**config.mk**
```make
export PLATFORM = sky130hd
export DESIGN_NAME = axis_uart_rx
export DESIGN_NICKNAME = d
export VERILOG_FILES = /design/src/rtl/axis_uart_rx.sv
export SDC_FILE = /design/constraint.sdc
export NUM_CORES = 1
export LEC_CHECK = 0
export ABC_AREA = 1
export CAP_MARGIN = 5
export CORE_UTILIZATION = 45
export CTS_BUF_LIST = sky130_fd_sc_hd__clkbuf_4
export DETAILED_ROUTE_END_ITERATION = 6
export GPL_TIMING_DRIVEN = 0
export PLACE_DENSITY = 0.64
export SLEW_MARGIN = 20
export SYNTH_ARGS = -nofsm -noshare
export SYNTH_HDL_FRONTEND = slang
export SYNTH_SLANG_ARGS = --single-unit
```
**constraint.sdc**
```tcl
create_clock -name clk -period 2.8 [get_ports clk]
set_input_delay 0.28 -clock clk [delete_from_list [all_inputs] [get_ports clk]]
set_output_delay 0.28 -clock clk [all_outputs]
set_load 0.02 [all_outputs]
```
**src/rtl/axis_uart_rx.sv**
```systemverilog
// UART receiver (8N1, LSB first) presenting each received word on a single-entry AXI-Stream master.
// Define AXIS_UART_RX_PARITY_EN to expect an even-parity bit before the stop bit and add parity_err.
module axis_uart_rx #(
    parameter int unsigned CLK_FREQ_HZ = 125_000_000,
    parameter int unsigned BAUD_RATE   = 9_600,
    parameter int unsigned DATA_WIDTH  = 8
) (
    input  logic                  clk,
    input  logic                  rst_async_n,
    input  logic                  in,
    output logic [DATA_WIDTH-1:0] tdata,
    output logic                  tvalid,
    input  logic                  tready,
    output logic                  frame_err,
`ifdef AXIS_UART_RX_PARITY_EN
    output logic                  parity_err,
`endif
    output logic                  overrun
);

    localparam int unsigned CLKS_PER_BIT = CLK_FREQ_HZ / BAUD_RATE;
    localparam int unsigned CNT_W        = $clog2(CLKS_PER_BIT);
    localparam int unsigned IDX_W        = $clog2(DATA_WIDTH + 1);

    localparam logic [CNT_W-1:0] HALF_LOAD = CNT_W'(CLKS_PER_BIT / 2 - 1);
    localparam logic [CNT_W-1:0] FULL_LOAD = CNT_W'(CLKS_PER_BIT - 1);
    localparam logic [IDX_W-1:0] LAST_IDX  = IDX_W'(DATA_WIDTH - 1);

    typedef enum logic [2:0] {
        IDLE,
        START,
        DATA,
        PARITY,
        STOP,
        BREAK
    } state_t;

    state_t                  state;
    logic [CNT_W-1:0]        baud_cnt;
    logic [IDX_W-1:0]        bit_idx;
    logic [DATA_WIDTH-1:0]   shift;
    logic                    word_done;
    logic [1:0]              rst_sync;
    logic                    rst_n;
    logic                    rx_meta;
    logic                    rx_s;
    logic                    rx_d;
`ifdef AXIS_UART_RX_PARITY_EN
    logic                    par_bit;
`endif

    // Reset asserts immediately but releases two clocks later, clean of clk.
    always_ff @(posedge clk or negedge rst_async_n) begin
        if (!rst_async_n) begin
            rst_sync <= 2'b00;
        end else begin
            rst_sync <= {rst_sync[0], 1'b1};
        end
    end

    assign rst_n = rst_sync[1];

    // NOTE: the line idles high, so these flops reset to 1; resetting them to 0 would
    // fake a falling edge, i.e. a start bit, right after reset release.
    always_ff @(posedge clk or negedge rst_n) begin
        if (!rst_n) begin
            rx_meta <= 1'b1;
            rx_s    <= 1'b1;
            rx_d    <= 1'b1;
        end else begin
            rx_meta <= in;
            rx_s    <= rx_meta;
            rx_d    <= rx_s;
        end
    end

    // NOTE: all state is updated with non-blocking assignments so every branch sees
    // the pre-edge values of rx_s, baud_cnt and bit_idx.
    always_ff @(posedge clk or negedge rst_n) begin
        if (!rst_n) begin
            state      <= IDLE;
            baud_cnt   <= '0;
            bit_idx    <= '0;
            shift      <= '0;
            word_done  <= 1'b0;
            frame_err  <= 1'b0;
`ifdef AXIS_UART_RX_PARITY_EN
            par_bit    <= 1'b0;
            parity_err <= 1'b0;
`endif
        end else begin
            word_done  <= 1'b0;
            frame_err  <= 1'b0;
`ifdef AXIS_UART_RX_PARITY_EN
            parity_err <= 1'b0;
`endif
            case (state)
                IDLE: begin
                    if (rx_d && !rx_s) begin
                        baud_cnt <= HALF_LOAD;
                        state    <= START;
                    end
                end
                START: begin
                    if (baud_cnt != '0) begin
                        baud_cnt <= baud_cnt - 1'b1;
                    end else if (!rx_s) begin
                        bit_idx  <= '0;
                        baud_cnt <= FULL_LOAD;
                        state    <= DATA;
                    end else begin
                        state <= IDLE;
                    end
                end
                DATA: begin
                    if (baud_cnt != '0) begin
                        baud_cnt <= baud_cnt - 1'b1;
                    end else begin
                        // Shifting in from the top leaves the first bit in bit 0 after the last shift.
                        shift    <= {rx_s, shift[DATA_WIDTH-1:1]};
                        bit_idx  <= bit_idx + 1'b1;
                        baud_cnt <= FULL_LOAD;
                        if (bit_idx == LAST_IDX) begin
`ifdef AXIS_UART_RX_PARITY_EN
                            state <= PARITY;
`else
                            state <= STOP;
`endif
                        end
                    end
                end
`ifdef AXIS_UART_RX_PARITY_EN
                PARITY: begin
                    if (baud_cnt != '0) begin
                        baud_cnt <= baud_cnt - 1'b1;
                    end else begin
                        par_bit  <= rx_s;
                        baud_cnt <= FULL_LOAD;
                        state    <= STOP;
                    end
                end
`endif
                STOP: begin
                    if (baud_cnt != '0) begin
                        baud_cnt <= baud_cnt - 1'b1;
                    end else if (rx_s) begin
                        word_done <= 1'b1;
`ifdef AXIS_UART_RX_PARITY_EN
                        parity_err <= ^{shift, par_bit};
`endif
                        state     <= IDLE;
                    end else begin
                        frame_err <= 1'b1;
                        state     <= BREAK;
                    end
                end
                BREAK: begin
                    if (rx_s) begin
                        state <= IDLE;
                    end
                end
                default: state <= IDLE;
            endcase
        end
    end

    // Single-entry output register; a completed word is dropped only when the slot stays full.
    always_ff @(posedge clk or negedge rst_n) begin
        if (!rst_n) begin
            tdata   <= '0;
            tvalid  <= 1'b0;
            overrun <= 1'b0;
        end else begin
            overrun <= 1'b0;
            if (word_done) begin
                if (!tvalid || tready) begin
                    tdata  <= shift;
                    tvalid <= 1'b1;
                end else begin
                    overrun <= 1'b1;
                end
            end else if (tvalid && tready) begin
                tvalid <= 1'b0;
            end
        end
    end

endmodule

```
==> impl_metrics.ini <==
[finish]
area_growth_pct = 14.20
drive_gt1_share_pct = 11.01
fin_nets = 324
diodes = 0

[pwr]
p_per_area_mw_per_mm2 = 902.0
p_leak_nw = 1.273
ir_drop_mv = 0.4464
power_mw = 2.432

[clock_network]
ctsResizeCount = 0
cts_tree = done
hold_buffers = 0
cts_max_level = 2
clkSinkCount = 46
clkLatencyLatePin_ns = 0.37
cts_root_buffer = clkbuf_4
path_clk_slew_ns = 0.14
numCtsBuffers = 5
post_cts_buffers = 0
clock_path_buffers = 2

[timing]
slew_violations = 0
hold_slack_ns = 0.05265
rsz0062_at_grt = false
fin_tns_setup_ns = 0
final-hold-violation-count = 0
fin_crit_ns = 1.818
fmax_mhz = 550.1
setup_viol = 0
fin_skew_ns = 0.01979
period_share_pct = 64.92

[synthesis]
syn_inst = 295
synthesis.area_mm2 = 0.002361
synth_largest_area_cell = dfrtp_1
synth_seq_cells = 46
yosysSeqAreaShare_pct = 48.91
syn_area_per_cell_um2 = 8.003
synth_area_leaders = dfrtp_1, nand2_1, nand3_1, inv_1, o21ai_0
synth-warning-count = 0
synth_fp_nets = 302
synth_top_cell_area_share_pct = 45.57
synth_cell_types = 30

[setup_path]
cpMaxStageDelayCell = dfrtp_1
crit_required_ns = 3.08
crit_path_start_kind = flop
arrival_ns = 2.09
path_cells = inv_1 -> ha_1 -> nand3_1 -> nor2_2 -> nand3_1 -> nor2_1 -> nor2_2 -> buf_6 -> nand3_1 -> o21ai_2
cp_common_cell = nand3_1
cp_max_fo = 10
crit_path_max_incr_delay_ns = 0.38
reg2reg_depth = 10
endpoint_kind = flop
path_class = reg -> reg

[drt]
drt_wl_total_um = 4742
drt-pass1-iter-count = 4
routedWlPerCell_um = 12.32
viasPerCell = 4.977
ant_nets = 0
vias = 1916
drt-initial-drc-count = 193
drc = 0

[grt]
antenna_found_initial = 0
grt_pass1_vias = 1774
grt_max_degree = 26
grt-ovfl-total = 0
grt_usage_pct = 20.18
grt_pass1_wl_um = 8342

[floorplan]
die-area_mm2 = 0.005541
dieWidth_um = 74.44
die_height_um = 74.44
ios = 15
initial_utilization_pct = 48.38
coreArea_mm2 = 0.004880
row_count = 25

[status]
outcome = finished clean

[place]
portBuffers = 14
hpwlAfterDp_um = 3550
finalWeightedCongestion = 0.8658

[job]
cap_violations = 0

[min_path]
hold_path_class = in -> async
-- final timing paths --
path                             start           end  slack, ns
max reg2reg                baud_cnt[0]   baud_cnt[4]       0.98
max                        baud_cnt[0]   baud_cnt[4]       0.98
max in group asynchronous  rst_sync[1]       rx_meta       1.98
min                        rst_async_n   rst_sync[1]       0.05
min reg2reg                rst_sync[1]  baud_cnt[13]       0.23
min in group clk                    in       rx_meta       0.31
-- registers in the layout, indices dropped and copies added (netlist names) --
register / flops
tdata: 8
tvalid: 1
bit_idx: 4
rx_meta: 1
rst_sync: 2
baud_cnt: 14
rx_s: 1
shift: 8
frame_err: 1
word_done: 1
state: 3
overrun: 1
rx_d: 1
-- final cells by class --
cell class / instances / area (um2)
inverter: 36 / 135.1
sequential: 46 / 1156
tap: 67 / 83.83
buffer: 5 / 38.79
clock inverter: 2 / 37.54
clock buffer: 6 / 45.04
fill: 471 / 2183
timing repair buffer: 15 / 167.7
multi-input combinational: 208 / 1032
-- report_power, final --
group,internal [mW],switching (mW),total [mW]
Combinational,0.397,0.741,1.14
Sequential,0.768,0.106,0.874
Clock,0.198,0.222,0.420
-- worst max-delay path: cells and delay by family (launching register included) --
kind,cells,cell delay [ns]
simple gates,6,0.78
buf+inv,2,0.30
fa+ha+maj,1,0.21
flops,1,0.38
compound gates,1,0.06
-- stage by stage --
| stage | setup slack, ns | util (%) | instance area, um2 | std cells |
|---|---|---|---|---|
| 3_3_place_gp | 0.9137 | 52.97 | 2585 | 376 |
| 3_5_place_dp | 1.015 | 53.56 | 2614 | 377 |
| 5_1_grt | 0.7366 | 55.26 | 2696 | 385 |
| 4_1_cts | 0.9835 | 55.26 | 2696 | 385 |
| 6_report | 0.9822 | 55.26 | 2696 | 385 |
| 2_1_floorplan | 1.208 | - | 2361 | 295 |
-- Yosys cell counts (all sizes together) --
| cell | n |
|---|---|
| dfrtp | 43 |
| nand2 | 86 |
| or2 | 1 |
| ha | 3 |
| a22oi | 1 |
| clkbuf | 1 |
| nand3 | 35 |
| nor3 | 2 |
| buf | 4 |
| o211ai | 2 |
| a21oi | 3 |
| nor2 | 28 |
| dfstp | 3 |
| inv | 36 |
| nand4 | 5 |
| xor2 | 3 |
| nand3b | 1 |
| conb | 1 |
| xnor2 | 3 |
| o21ai | 34 |
-- cells by family (layout without fill, tap and decap cells) --
family          count (synthesis)  after routing  synth area share (%)
simple gates                  158            158                 30.15
flops                          46             46                 48.91
buf+inv                        41             64                 7.366
compound gates                 40             40                 9.592
xor+xnor                        6              6                 2.226
fa+ha+maj                       3              3                 1.590
other cells                     1              1                0.1588
-- metal layers --
metal	wire length (um)	part of all wire, %	global-route usage [%]	up-vias
met4	74	1.6	6.289	0
met3	132	2.8	5.285	8
met2	2155	45	29.73	23
li1	-	-	-	985
met1	2380	50	29.14	900
met5	0	0	0	-
-- placed cells by master, fill, tap and decap left out, types with 2 or more instances in the layout --
| cell | instances |
|---|---|
| o21ai_1 | 6 |
| nand2_4 | 2 |
| nand4_1 | 4 |
| nor2_1 | 21 |
| clkbuf_4 | 6 |
| buf_6 | 2 |
| dfrtp_1 | 42 |
| nand3_1 | 35 |
| inv_1 | 35 |
| nor2_2 | 5 |
| ha_1 | 3 |
| nand2_2 | 2 |
| o211ai_1 | 2 |
| o21ai_2 | 5 |
| nor3_1 | 2 |
| xor2_1 | 3 |
| clkdlybuf4s50_1 | 14 |
| xnor2_1 | 3 |
| a21oi_1 | 3 |
| o21ai_0 | 23 |
| dfstp_2 | 3 |
| nor2_4 | 2 |
| nand2_1 | 82 |
Note: power is estimated with default switching activity, not from simulation.
==> RTL edit (same flow settings) <==
Add a define of `AXIS_UART_RX_PARITY_EN`.
--- a/src/rtl/axis_uart_rx.sv
+++ b/src/rtl/axis_uart_rx.sv
@@ -2,2 +2,4 @@
 // Define AXIS_UART_RX_PARITY_EN to expect an even-parity bit before the stop bit and add parity_err.
+`define AXIS_UART_RX_PARITY_EN
+
 module axis_uart_rx #(
Function (old outputs only; new: parity_err): no difference found for any inputs over 10 cycles, from zero or initial values and one cycle with rst_async_n low; that may be too few to reach the edited logic, so the function may still have changed.
==> RTL edit against the original RTL <==
- final area increased by 9.0%
- die area rose by 11%
- sequential power shrank 2%
- synthesized cell count is 14% higher
- routed wire length rose by 8.8%
- power fell by 22%
- setup slack hardly changed
- maximum frequency about the same
- final cell count is 12% higher
- largest cell class is now multi-input combinational cells
- area after synthesis is 11% higher
- first-iteration DRC count is 26% lower
- core utilization fell by 2.6 points
- sequential cell count grew 2
==> RTL edit: results (changes against the original RTL) <==
Status
  • Status: complete, no violations

Synthesis
  • Average footprint of a synthesized cell: 7.798 µm² (-2.6%)
  • Net count of the mapped netlist: 343 (+14%)
  • Number of unique standard cell types used by synthesis: 33 (+10%)

Critical path
  • R2R Setup Slk: 980 ps (about the same)
  • Data arrival time of the critical path: 2110 ps (+20 ps)
  • Peak per-stage delay on the critical path: 410 ps (+30 ps)
  • Capturing element of the worst setup path: baud_cnt[10]$_DFFE_PN0P_

Power
  • Sequential group power: 0.000855 W (-2%)
  • IR drop worst, VDD: 0.0004505 V (+0.92%)
  • Pwr per Cell Area: 649.1 mW/mm² (-28%)
  • Fraction of power spent switching nets: 42.59% (-1.4 points)
  • Share of total power in the clock network: 16.7% (-0.6 points)
  • Leakage power figure: 1.503 nW (+18%)

Detailed routing
  • Violation count after the first detailed-route iteration: 143 (-26%)
  • Via/cell ratio: 4.977 (about the same)
  • Routed length on met2: 2329 µm (+8.1%)
  • WL met3: 248 µm (+88%)
  • Final wirelength: 5159 µm (+8.8%)
  • Routed metal-1 wirelength: 2518 µm (+5.8%)

Finish
  • Share of cells above drive strength 1: 11.39% (+0.38 points)
  • # nets final: 366 (+13%)

Global route
  • Maximum number of pins on one net before global-route repair: 25 (-3.8%)
  • Global routing usage summed across all routing layers: 19.32% (-0.86 points)
  • Met3 Usage GRT: 4.186% (-1.1 points)
  • First-pass GRT wire length: 9156 µm (+9.8%)
  • Global routing usage on met2: 29.21% (-0.52 points)

STA
  • Post-route fraction of the period consumed by the critical path: 64.94% (about the same)
  • Setup Skew: 14.32 ps (-5.469 ps)
  • Tightest hold margin: 64.27 ps (+11.62 ps)

Placement
  • Count of input and output buffers: 15 (+1)
  • Routability cong.: 0.8914 (+3.0%)
  • Worst-case setup slack after placement: 993.4 ps (-21.15 ps)
  • Instance area at placement: 0.002882 mm² (+10%)
  • DP HPWL: 3828 µm (+7.8%)
## RTL edit: cell count changes after synthesis, sizes merged, moves of 2 or more
cell,delta
buf,-2
inv,+8
dfrtp,+2
nand2,+26
clkinv,+3
xor2,+3
xnor2,+2
o21ai,-2
nor2,+9
nand3,-8
## RTL edit: final cells by class
| class | count | area (µm²) |
|---|---|---|
| repair buffers | 16 | 170.2 |
| plain buffers | 3 | 26.28 |
| clock inverters | 3 | 18.77 |
| flip-flops and latches | 48 | 1206 |
| well taps | 72 | 90.09 |
| clock buffers | 5 | 37.54 |
| fillers | 544 | 2636 |
| multi-input cells | 238 | 1212 |
| inverters | 47 | 176.4 |
## RTL edit: cell families (layout without fill, tap and decap cells)
family,Yosys count,after routing,synth area share (%)
simple gates,183,183,32.57
buf+inv,50,74,7.736
flops,48,48,45.99
compound gates,40,40,8.453
xor+xnor,11,11,3.677
fa+ha+maj,3,3,1.433
other cells,1,1,0.1431
